`src/rtl/femto_uart_tx_pkg.sv`:
```
// Shared definitions for the femto UART transmitter: register map, STATUS layout,
// serial FSM encoding and the STATUS word packer.
package femto_uart_tx_pkg;

    localparam int ADDR_W = 2;
    localparam int DATA_W = 32;

    localparam logic [ADDR_W-1:0] ADDR_TX_DATA = 2'd0;
    localparam logic [ADDR_W-1:0] ADDR_STATUS  = 2'd1;

    localparam int STAT_FULL    = 0;
    localparam int STAT_EMPTY   = 1;
    localparam int STAT_ACTIVE  = 2;
    localparam int STAT_OVF     = 3;
    localparam int STAT_LVL_LSB = 8;
    localparam int STAT_LVL_W   = 5;

    typedef enum logic [1:0] {
        ST_IDLE  = 2'd0,
        ST_START = 2'd1,
        ST_DATA  = 2'd2,
        ST_STOP  = 2'd3
    } tx_state_e;

    function automatic logic [DATA_W-1:0] pack_status(
        input logic                  full,
        input logic                  empty,
        input logic                  active,
        input logic                  ovf,
        input logic [STAT_LVL_W-1:0] level
    );
        logic [DATA_W-1:0] s;
        s = '0;
        s[STAT_FULL]   = full;
        s[STAT_EMPTY]  = empty;
        s[STAT_ACTIVE] = active;
        s[STAT_OVF]    = ovf;
        s[STAT_LVL_LSB +: STAT_LVL_W] = level;
        return s;
    endfunction

endpackage

```
`src/rtl/femto_uart_tx_if.sv`:
```
// CPU IO-window bus into the UART: decode hit, offset, store data and read/write strobes.
interface femto_uart_tx_if;
    import femto_uart_tx_pkg::*;

    logic              io_sel;
    logic [ADDR_W-1:0] io_addr;
    logic [DATA_W-1:0] io_wdata;
    logic              io_wstrb;
    logic              io_rstrb;
    logic [DATA_W-1:0] io_rdata;

    modport master (output io_sel, io_addr, io_wdata, io_wstrb, io_rstrb, input io_rdata);
    modport slave  (input io_sel, io_addr, io_wdata, io_wstrb, io_rstrb, output io_rdata);

endinterface

```
`src/rtl/femto_uart_tx_fifo.sv`:
```
// TX byte FIFO with extra-MSB pointers; dout is the head entry, valid while !empty.
module uart_tx_fifo #(
    parameter int WIDTH = 8,
    parameter int DEPTH = 4
) (
    input  logic                       clk,
    input  logic                       reset,
    input  logic                       push,
    input  logic [WIDTH-1:0]           din,
    input  logic                       pop,
    output logic [WIDTH-1:0]           dout,
    output logic                       full,
    output logic                       empty,
    output logic [$clog2(DEPTH):0]     level
);
    localparam int PW = $clog2(DEPTH);

    logic [WIDTH-1:0] mem [DEPTH];
    logic [PW:0]      wptr_q, rptr_q;
    logic             do_push, do_pop;

    // full/empty come from registered pointers, so a same-cycle pop never frees a slot for a push
    assign full    = (wptr_q ^ rptr_q) == {1'b1, {PW{1'b0}}};
    assign empty   = wptr_q == rptr_q;
    assign level   = wptr_q - rptr_q;
    assign dout    = mem[rptr_q[PW-1:0]];
    assign do_push = push && !full;
    assign do_pop  = pop && !empty;

    always_ff @(posedge clk or negedge reset) begin
        if (!reset) begin
            wptr_q <= '0;
            rptr_q <= '0;
        end else begin
            if (do_push) wptr_q <= wptr_q + 1'b1;
            if (do_pop)  rptr_q <= rptr_q + 1'b1;
        end
    end

    always_ff @(posedge clk) begin
        if (do_push) mem[wptr_q[PW-1:0]] <= din;
    end

endmodule

```
`src/rtl/femto_uart_tx.sv`:
```
// Memory-mapped 8N1 UART transmitter: bus decode, STATUS/overflow, FIFO and serial FSM.
module femto_uart_tx
    import femto_uart_tx_pkg::*;
#(
    parameter int CLK_FREQ_HZ = 12_000_000,
    parameter int BAUD        = 115_200,
    parameter int FIFO_DEPTH  = 4
) (
    input  logic           clk,
    input  logic           reset,
    femto_uart_tx_if.slave bus,
    output logic           tx_busy,
    output logic           TXD
);
    localparam int DIV = CLK_FREQ_HZ / BAUD;
    localparam int CW  = (DIV > 1) ? $clog2(DIV) : 1;
    localparam int PW  = $clog2(FIFO_DEPTH);
    localparam logic [CW-1:0] RELOAD = CW'(DIV - 1);

    tx_state_e         state_q;
    logic [CW-1:0]     cnt_q;
    logic [2:0]        bit_q;
    logic [7:0]        shreg_q;
    logic              txd_q, busy_q, ovf_q;
    logic [DATA_W-1:0] rdata_q;

    logic              wr_hit, rd_hit, stat_rd, drop, pop;
    logic              fifo_full, fifo_empty;
    logic [7:0]        fifo_dout;
    logic [PW:0]       fifo_level;
    logic [DATA_W-1:0] status;
    logic              unused_wdata;

    assign wr_hit  = bus.io_sel && bus.io_wstrb && (bus.io_addr == ADDR_TX_DATA);
    assign rd_hit  = bus.io_sel && bus.io_rstrb;
    assign stat_rd = rd_hit && (bus.io_addr == ADDR_STATUS);
    assign drop    = wr_hit && fifo_full;
    assign pop     = (state_q == ST_IDLE) && !fifo_empty;
    assign unused_wdata = ^bus.io_wdata[DATA_W-1:8];

    assign status = pack_status(fifo_full, fifo_empty, state_q != ST_IDLE, ovf_q,
                                STAT_LVL_W'(fifo_level));

    uart_tx_fifo #(.WIDTH(8), .DEPTH(FIFO_DEPTH)) u_fifo (
        .clk   (clk),
        .reset (reset),
        .push  (wr_hit && !fifo_full),
        .din   (bus.io_wdata[7:0]),
        .pop   (pop),
        .dout  (fifo_dout),
        .full  (fifo_full),
        .empty (fifo_empty),
        .level (fifo_level)
    );

    // STATUS is sampled before the clear; a drop in the same cycle still leaves overflow set
    always_ff @(posedge clk or negedge reset) begin
        if (!reset) begin
            ovf_q   <= 1'b0;
            rdata_q <= '0;
            busy_q  <= 1'b0;
        end else begin
            busy_q <= !fifo_empty || (state_q != ST_IDLE);
            if (rd_hit)  rdata_q <= stat_rd ? status : '0;
            if (stat_rd) ovf_q   <= 1'b0;
            if (drop)    ovf_q   <= 1'b1;
        end
    end

    always_ff @(posedge clk or negedge reset) begin
        if (!reset) begin
            state_q <= ST_IDLE;
            cnt_q   <= '0;
            bit_q   <= '0;
            shreg_q <= '0;
            txd_q   <= 1'b1;
        end else begin
            case (state_q)
                ST_IDLE: begin
                    txd_q <= 1'b1;
                    if (!fifo_empty) begin
                        shreg_q <= fifo_dout;
                        bit_q   <= '0;
                        cnt_q   <= RELOAD;
                        txd_q   <= 1'b0;
                        state_q <= ST_START;
                    end
                end
                ST_START: begin
                    if (cnt_q == '0) begin
                        cnt_q   <= RELOAD;
                        txd_q   <= shreg_q[0];
                        state_q <= ST_DATA;
                    end else begin
                        cnt_q <= cnt_q - 1'b1;
                    end
                end
                ST_DATA: begin
                    if (cnt_q == '0) begin
                        cnt_q <= RELOAD;
                        if (bit_q == 3'd7) begin
                            txd_q   <= 1'b1;
                            state_q <= ST_STOP;
                        end else begin
                            txd_q   <= shreg_q[1];
                            shreg_q <= {1'b0, shreg_q[7:1]};
                            bit_q   <= bit_q + 3'd1;
                        end
                    end else begin
                        cnt_q <= cnt_q - 1'b1;
                    end
                end
                ST_STOP: begin
                    if (cnt_q == '0) begin
                        txd_q   <= 1'b1;
                        state_q <= ST_IDLE;
                    end else begin
                        cnt_q <= cnt_q - 1'b1;
                    end
                end
                default: state_q <= ST_IDLE;
            endcase
        end
    end

    assign bus.io_rdata = rdata_q;
    assign tx_busy      = busy_q;
    assign TXD          = txd_q;

endmodule
```
`src/flat_wrapper.sv`:
```
// flat-port wrapper written by rule: the top's interface ports become plain ports
module femto_uart_tx_flat import femto_uart_tx_pkg::*;
#(
    parameter int CLK_FREQ_HZ = 12_000_000,
    parameter int BAUD        = 115_200,
    parameter int FIFO_DEPTH  = 4
)
  (clk, reset, tx_busy, TXD, bus_io_sel, bus_io_addr, bus_io_wdata, bus_io_wstrb, bus_io_rstrb, bus_io_rdata);
  femto_uart_tx_if bus_i ();
  input  logic clk;
  input  logic reset;
  output logic tx_busy;
  output logic TXD;
  input wire logic [$bits(bus_i.io_sel)-1:0] bus_io_sel;
  input wire logic [$bits(bus_i.io_addr)-1:0] bus_io_addr;
  input wire logic [$bits(bus_i.io_wdata)-1:0] bus_io_wdata;
  input wire logic [$bits(bus_i.io_wstrb)-1:0] bus_io_wstrb;
  input wire logic [$bits(bus_i.io_rstrb)-1:0] bus_io_rstrb;
  output wire logic [$bits(bus_i.io_rdata)-1:0] bus_io_rdata;
  assign bus_i.io_sel = bus_io_sel;
  assign bus_i.io_addr = bus_io_addr;
  assign bus_i.io_wdata = bus_io_wdata;
  assign bus_i.io_wstrb = bus_io_wstrb;
  assign bus_i.io_rstrb = bus_io_rstrb;
  assign bus_io_rdata = bus_i.io_rdata;
  femto_uart_tx #(.CLK_FREQ_HZ(CLK_FREQ_HZ), .BAUD(BAUD), .FIFO_DEPTH(FIFO_DEPTH)) u_core (.clk(clk), .reset(reset), .bus(bus_i), .tx_busy(tx_busy), .TXD(TXD));
endmodule
```
`config.mk`:
```
export PLATFORM = sky130hd
export DESIGN_NAME = femto_uart_tx_flat
export DESIGN_NICKNAME = d
export VERILOG_FILES = /design/src/rtl/femto_uart_tx_pkg.sv /design/src/rtl/femto_uart_tx_if.sv /design/src/rtl/femto_uart_tx_fifo.sv /design/src/rtl/femto_uart_tx.sv /design/src/flat_wrapper.sv
export SDC_FILE = /design/constraint.sdc
export NUM_CORES = 1
export LEC_CHECK = 0
export ABC_CLOCK_PERIOD_IN_PS = 4620
export BUFFER_PORTS_ARGS = -buffer_cell sky130_fd_sc_hd__clkbuf_2
export CORE_ASPECT_RATIO = 0.8
export CORE_MARGIN = 2
export CORE_UTILIZATION = 55
export CTS_CLUSTER_DIAMETER = 40
export DETAILED_ROUTE_END_ITERATION = 10
export HOLD_SLACK_MARGIN = 0.1
export MAX_ROUTING_LAYER = met4
export PLACE_DENSITY = 0.8
export SYNTH_ARGS = -nofsm -noshare
export SYNTH_HDL_FRONTEND = slang
export SYNTH_SLANG_ARGS = --single-unit
```
`constraint.sdc`:
```
create_clock -name clk -period 4.62 [get_ports clk]
set_input_delay 0 -clock clk [delete_from_list [all_inputs] [get_ports clk]]
set_output_delay 0 -clock clk [all_outputs]
set_load 0.005 [all_outputs]
```
# --- After elaboration in Yosys (flattened, before gate mapping) ---
# Memories as Yosys holds them, arrays and structs flattened.
# Index checks and enable logic that the tools add are counted.
totals:
  ram_bits: 32
  n_memories: 1
  register_bits: 61
memory_table:
  columns: ["memory", "words", "word_bits", "read_ports", "rd_clocked_by_memory_dff", "write_ports", "line", "text"]
  rows:
  - ["u_core.u_fifo.mem", 4, 8, 1, 0, 1, "femto_uart_tx_fifo.sv:18", "logic [WIDTH-1:0] mem [DEPTH];"]
op_classes:
  n_mux: 29
  addsub: 5
  reduce_logical: 23
  bitwise_logic: 1
  n_eq_ne: 14
ops:
  columns: ["cell", "count"]
  rows:
  - ["$mux W8", 3]
  - ["$mux W7", 3]
  - ["$pmux W7 S3", 1]
  - ["$pmux W8 S2", 1]
  - ["$mux W11", 1]
  - ["$mux W2", 5]
  - ["$add A3 B1 Y3 const B", 3]
  - ["$logic_and A1 B1 Y1", 9]
  - ["$mux W1", 9]
  - ["$mux W3", 3]
  - ["$ne A2 B1 Y1 const B", 4]
  - ["$pmux W2 S4", 1]
  - ["$logic_not A7 Y1", 1]
  - ["$sub A7 B1 Y7 const B", 1]
  - ["$eq A3 B3 Y1 const B", 2]
  - ["$ne A2 B2 Y1 const B", 3]
  - ["$pmux W3 S2", 1]
  - ["$reduce_bool A2 Y1", 3]
  - ["$reduce_and A5 Y1", 1]
  - ["$eq A2 B1 Y1 const B", 2]
  - ["$eq A2 B2 Y1 const B", 2]
  - ["$logic_not A2 Y1", 2]
  - ["$pmux W1 S4", 1]
  - ["$reduce_and A4 Y1", 1]
  - ["other kinds (8)", 9]

# --- Logic depth before layout (Yosys ltp) ---
# Gate-level depths: netlist of run 1.
depth:
  depth_word: 7
  depth_mapped: 7

# --- Cells and area by module ---
# A second synthesis of run 1 with hierarchy kept.
unflattened:
  hier_cells: 270
  area_unflattened_um2: 3409.5
modules_own_cells:
  columns: ["mod", "cells_per_inst", "n_inst", "area_per_inst_um2"]
  rows:
  - ["femto_uart_tx", 184, 1, 1796.7]
  - ["uart_tx_fifo", 86, 1, 1612.8]

# --- Worst setup path before layout of run 1 ---
# Ideal clock, no wire load.
synth_path:
  kind: "flip-flop to flip-flop"
  startpoint: "register u_core.u_fifo.rptr_q[1]"
  endpoint: "memory u_core.u_fifo.mem[3][0], enable pin"
  arrival_ns: 1.899
  setup_ns: 0.339
  slack_ns: 2.382
  stages_incl_launch_ff: 7
  path_buffers: 1
  path_cell_list: "dfrtp_1 clkbuf_1 inv_1 ha_1 and2_1 a21oi_1 and2_1"
synth_via:
  elab_chain_len: 7
synth_rtl:
  columns: ["element", "line", "text"]
  rows:
  - ["start: declaration", "femto_uart_tx_fifo.sv:19", "logic [PW:0] wptr_q, rptr_q;"]
  - ["start signal: assignment", "femto_uart_tx_fifo.sv:36", "if (do_pop) rptr_q <= rptr_q + 1'b1;"]
  - ["$xor A3 B3 Y3 *", "femto_uart_tx_fifo.sv:23", "assign full = (wptr_q ^ rptr_q) == {1'b1, {PW{1'b0}}};"]
  - ["$eq A3 B3 Y1 *", "femto_uart_tx_fifo.sv:23", null]
  - ["$logic_not A1 Y1 *", "femto_uart_tx_fifo.sv:27, femto_uart_tx.sv:47", null]
  - ["$logic_and A1 B1 Y1", "femto_uart_tx.sv:47", ".push (wr_hit && !fifo_full),"]
  - ["$logic_and A1 B1 Y1 *", "femto_uart_tx_fifo.sv:27", "assign do_push = push && !full;"]
  - ["$mux W1 *", "femto_uart_tx_fifo.sv:41", "if (do_push) mem[wptr_q[PW-1:0]] <= din;"]
  - ["$mux W1 (not written as such) *", "femto_uart_tx_fifo.sv:41", null]
  - ["end: declaration", "femto_uart_tx_fifo.sv:18", null]
# Mark *: on every way between the ends. The rest lies on a longest branch, timed or not.

# --- Final worst setup path of run 1 ---
layout_path:
  startpoint: "register u_core.u_fifo.rptr_q[0]"
  endpoint: "memory u_core.u_fifo.mem[3][2], enable pin"
# The elaborated chain is that of the path after synthesis.

==> out/results.ini, run 1 <==
[synth]
syn_area_mm2 = 0.00343
synthFlopType = dfrtp_1
postSynth.asyncResetShare_pct = 52.9
synth.distinct_cells = 56
synth-edff-count = 32
synth.avg_cell_area_um2 = 13.3
syn_inst = 257
ys_warn_count = 0
ys_ff_latch = 68
synth_seq_area_share_pct = 54.3

[clock_network]
clk_pin_slew_ps = 80
ctsResizeCount = 0
clockRootBuffer = clkbuf_8
clkSinkCount = 68
htree_levels = 3
numCtsBuffers = 9
cts_tree = built
postCtsSetupBuffers = 0
clk_latency_ps = 340
clk_path_buf_depth = 2

[routing]
wl_mm = 5.91
drc = 0
routedWlPerCell_um = 15.3
drt_iter0_markers = 102
ant_nets = 0
first_pass_iters = 4
num_vias = 2055
vias_per_cell = 5.32

[global_route]
grt_pass1_wl_mm = 9.69
grt_start_max_net_pins = 37
grt_pass1_vias = 1957
antenna_found_initial = 0
overflow = 0
grt_usage_pct = 19.3

[pwr]
leakagePower_nw = 1.63
p_per_area_mw_per_mm2 = 644
ir_drop_uv = 318
fin_total_pwr_mw = 2.50

[sta]
finalCritPeriodShare_pct = 57.1
min_period_ps = 2640
slew_headroom_pct = 38.6
hold_violations = 0
setup_tns_ps = 0
worst_pin_slew_ps = 921
fin_skew_ps = 9.39
drv_slew = 0
fin_ws_ps = 1980
hold_slack_ps = 317
rsz0062_at_grt = no
setup_violations = 0
max_freq_mhz = 379

[cells_and_area]
drive_gt1_share_pct = 24.9
fin_nets = 355
area_delta_synth_final_pct = 13.0
post-route-util_pct = 64.8
fillerInstances = 450
final_area_mm2 = 0.00387
finalNonFillerCells = 386
num_antenna_cells = 0

[critical_path]
rr_worst_depth = 4
path_cells = ha_1 > and2_1 > a21oi_1 > and2_1
critPathKind = reg -> reg
crit_family = flip-flops
cp-end-kind = flop
startpoint = u_core.u_fifo.rptr_q[0]
slowest_delay_ps = 740
ff2ff_setup_slack_ps = 1980
cp.depth = 4
cp_slowest_cell = dfrtp_1
worst-path-buf-inv = 0
r2r_start = u_core.u_fifo.rptr_q[0]
cp_data_required_time_ps = 4610
crit_fanout = 11
reg2reg_to = u_core.u_fifo.mem[3][2]
cp-start-kind = flop
crit_top_cell = and2_1
worstPathArrival_ps = 2630

[flow_run]
drv_cap = 0

[placement]
post-place-cells = 355
place_area_mm2 = 0.00352
gp_congestion = 0.802
portBuffers = 23
dp_slack_ps = 2010
place_hpwl_mm = 3.91

[floorplanning]
fp.dieH_um = 74.6
core_area_mm2 = 0.00597
die_w_um = 92.3
row_count = 25
initial_utilization_pct = 57.4
ios = 73
floorplan.die_area_mm2 = 0.00688

[status]
outcome = finished clean

[min_path]
hp-class = in -> async

-- cells in the final DEF, fill, tap and decap left out, types with 2 or more instances in the layout --
master | Yosys | layout
xnor2_1 | 5 | 5
or2_2 | 2 | 2
nor2_1 | 10 | 10
a311oi_1 | 2 | 2
inv_1 | 14 | 14
mux2_4 | 8 | 8
nand3_1 | 2 | 2
ha_1 | 15 | 15
inv_6 | 0 | 4
xor2_1 | 2 | 2
and2_1 | 5 | 5
dlygate4sd3_1 | 0 | 15
o2bb2ai_1 | 2 | 2
conb_1 | 1 | 25
clkinvlp_4 | 0 | 2
a21oi_1 | 11 | 11
o21ai_0 | 8 | 8
clkbuf_2 | 0 | 23
nand2_1 | 17 | 17
o22a_1 | 4 | 4
clkbuf_8 | 0 | 9
mux4_2 | 8 | 8
edfxtp_1 | 32 | 32
a31oi_1 | 3 | 3
dfrtp_1 | 35 | 35
a22o_1 | 2 | 2
mux2_2 | 9 | 9
-- power by group --
| group | total (mW) | switching (mW) | internal (mW) |
|---|---|---|---|
| logic | 1.03 | 0.506 | 0.525 |
| registers | 0.958 | 0.172 | 0.786 |
| clock network | 0.506 | 0.249 | 0.257 |
| total | 2.50 | 0.928 | 1.57 |
-- sequential cells by signal, summed over array words and instances, names as in the netlist --
register / cells
u_core.cnt_q: 7
u_core.ovf_q: 1
u_core.u_fifo.wptr_q: 3
u_core.bus.io_rdata: 7
u_core.TXD: 1
u_core.u_fifo.mem: 32
u_core.state_q: 2
u_core.shreg_q: 8
u_core.tx_busy: 1
u_core.bit_q: 3
u_core.u_fifo.rptr_q: 3
-- cell families after synthesis --
| family | Yosys count | synth area share, % |
|---|---|---|
| simple gates | 50 | 8.76 |
| mux | 25 | 11.7 |
| xor+xnor | 7 | 1.79 |
| flops | 68 | 54.3 |
| buf+inv | 45 | 7.92 |
| fa+ha+maj | 16 | 6.06 |
| other cells | 1 | 0.109 |
| compound gates | 45 | 9.31 |
-- repair_timing --
item,4_1_cts,5_1_grt
endpoints found under the setup margin,0,0
hold buffers,15,0
hold endpoints to repair,74,0
-- cell usage after synthesis, types with 2 or more instances --
cell        n  area share (%)
a21oi_1    11             1.6
a22o_1      2            0.51
ha_1       15             5.5
or2_2       2            0.36
and2_1      5            0.91
mux2_2      9             3.0
nand3_1     2            0.29
dfrtp_1    35              26
clkbuf_1    3            0.33
xnor2_1     5             1.3
xor2_1      2            0.51
a311oi_1    2            0.51
o2bb2ai_1   2            0.51
nand2_1    17             1.9
inv_1      14             1.5
buf_4      25             5.5
a31oi_1     3            0.55
o21ai_0     8             1.2
edfxtp_1   32              28
mux2_4      8             3.5
nor2_1     10             1.1
o22a_1      4             1.0
mux4_2      8             5.3
-- area by class of cell --
class	instances	area, um^2	area share (%)
repair buffers	38	265	6.85
multi-input cells	168	1380	35.7
flip-flops and latches	68	1860	48.1
clock inverters	7	80.1	2.07
well taps	81	101	2.62
inverters	15	56.3	1.45
clock buffers	9	124	3.20
-- how the worst max path moves through the flow --
stage,end,slack [ps]
floorplan,u_core.u_fifo.mem[3][0],2380
global placement,u_core.u_fifo.mem[3][4],2050
detailed placement,u_core.u_fifo.mem[3][3],2010
CTS,u_core.u_fifo.mem[3][2],1990
global route,u_core.u_fifo.mem[3][2],1800
finish,u_core.u_fifo.mem[3][2],1980
-- layer usage --
metal	GRT usage, %	vias to the layer above	share of wire [%]
met4	6.97	0	0.71
met1	25.2	1010	45
met5	-	-	0
li1	-	972	-
met2	29.9	65	49
met3	5.01	8	4.7
No activity file was read; power rests on OpenSTA's default activity.
==> run 2: changes to the inputs <==
--- a/config.mk
+++ b/config.mk
@@ -5,16 +5,16 @@
 export SDC_FILE = /design/constraint.sdc
 export NUM_CORES = 1
 export LEC_CHECK = 0
-export ABC_CLOCK_PERIOD_IN_PS = 4620
+export ABC_CLOCK_PERIOD_IN_PS = 2600
 export BUFFER_PORTS_ARGS = -buffer_cell sky130_fd_sc_hd__clkbuf_2
 export CORE_ASPECT_RATIO = 0.8
 export CORE_MARGIN = 2
-export CORE_UTILIZATION = 55
+export CORE_UTILIZATION = 54
 export CTS_CLUSTER_DIAMETER = 40
 export DETAILED_ROUTE_END_ITERATION = 10
 export HOLD_SLACK_MARGIN = 0.1
 export MAX_ROUTING_LAYER = met4
-export PLACE_DENSITY = 0.8
+export PLACE_DENSITY = 0.79
 export SYNTH_ARGS = -nofsm -noshare
 export SYNTH_HDL_FRONTEND = slang
 export SYNTH_SLANG_ARGS = --single-unit
==> constraint.sdc (replaced) <==
create_clock -name clk -period 2.6 [get_ports clk]
set_input_delay 0 -clock clk [delete_from_list [all_inputs] [get_ports clk]]
set_output_delay 0 -clock clk [all_outputs]
set_load 0.005 [all_outputs]
==> out/results.ini, run 2 (same netlist as run 1, synthesis figures left out) <==
[status]
outcome = finished clean

[placement]
post-place-cells = 361
gp_congestion = 0.787
place_area_mm2 = 0.00356
portBuffers = 23
place_hpwl_mm = 4.04

[global_route]
grt_start_max_net_pins = 37
grt_pass1_vias = 2083
overflow = 0
grt_usage_pct = 20.3
grt_pass1_wl_mm = 10.3
antenna_found_initial = 0

[floorplanning]
fp.dieH_um = 75.3
floorplan.die_area_mm2 = 0.00701
initial_utilization_pct = 56.8
core_area_mm2 = 0.00604
ios = 73
row_count = 25
die_w_um = 93.1

[cells_and_area]
fin_nets = 363
final_common_cell = dfrtp_1
layout_common_cells = 35 x dfrtp_1, 32 x edfxtp_1, 25 x conb_1
area_delta_synth_final_pct = 14.9
num_antenna_cells = 0
largest_register_ffs = 32
drive_gt1_share_pct = 26.2
final_area_mm2 = 0.00394
finalNonFillerCells = 394

[sta]
setup_tns_ps = 0
rsz0062_at_grt = no
worst_pin_slew_ps = 901
min_period_ps = 2090
hold_violations = 0
max_freq_mhz = 479
slew_headroom_pct = 39.9
drv_slew = 0
fin_skew_ps = 10.1
setup_violations = 0
finalCritPeriodShare_pct = 80.3

[critical_path]
cp_data_required_time_ps = 2830
rr_worst_depth = 6
crit_fanout = 10
worstPathArrival_ps = 2320
cp-start-kind = flop
cp-end-kind = flop
critPathKind = reg -> reg

[routing]
first_pass_iters = 4
wl_mm = 6.14
drt_iter0_markers = 154
ant_nets = 0
vias_per_cell = 5.39
routedWlPerCell_um = 15.6
num_vias = 2124
drc = 0

[clock_network]
ctsResizeCount = 0
clk_pin_slew_ps = 90
clockRootBuffer = clkbuf_8
numCtsBuffers = 9
clk_path_buf_depth = 2
clk_latency_ps = 350
cts_tree = built
htree_levels = 3
clkSinkCount = 68

[pwr]
ir_drop_uv = 717
leakagePower_nw = 1.68
p_per_area_mw_per_mm2 = 1140

[min_path]
hp-class = in -> async

[flow_run]
drv_cap = 0

run 2: path summary, 6_finish.rpt:
path	start	end	slack [ps]
worst max register to register	u_core.cnt_q[0]	u_core.shreg_q[5]	510
worst min-delay path	reset	u_core.bus.io_rdata[3]	310
min in group clk	bus_io_wdata[5]	u_core.u_fifo.mem[2][5]	410
max in group asynchronous	reset	u_core.shreg_q[2]	1730
worst max-delay path	u_core.cnt_q[0]	u_core.shreg_q[5]	510
worst min register to register	u_core.bus.io_rdata[2]	u_core.bus.io_rdata[2]	500
run 2: what timing repair did:
item / 4_1_cts / 5_1_grt
hold buffers: 17 / 0
setup buffers: 0 / 0
hold endpoints to repair: 75 / 0
run 2: final cells by class:
cell class,instances,area (um^2)
Multi-Input combinational cell,168,1380
Clock inverter,7,81.3
Tap cell,81,101
Sequential cell,68,1860
Clock buffer,9,124
Fill cell,433,2100
Inverter,15,56.3
Timing Repair Buffer,46,330
run 2: metal layers:
metal  routed length, um  track usage, %  vias to the layer above
li1                    -               -                      994
met1                2750            27.6                     1054
met2                3030            30.6                       70
met3                 295            5.21                        6
met4                  56            6.21                        0
met5                   0               -                        -
run 2: critical path: stages, from the launching register on:
cell and delay, ps:
dfrtp_1 430, inv_1 100, ha_1 190, nor3b_4 370, nand4b_4 160, a21oi_4 390, mux2_4 340
run 2: metrics by stage:
stage	power [mW]	utilization (%)	worst slack, ps	hold slack (ps)
floorplan	3.17	-	362	-296
global placement	3.50	59.0	515	162
detailed placement	3.58	59.0	491	177
CTS	4.53	65.3	475	335
global route	4.83	65.3	323	394
finish	4.50	65.3	512	313
run 2: report_power, final:
part,leakage [nW],switching [mW],total (mW),internal (mW)
Sequential,0.732,0.242,1.64,1.40
Clock,0.101,0.442,0.900,0.458
Combinational,0.843,0.987,1.96,0.970
Total,1.68,1.67,4.50,2.83
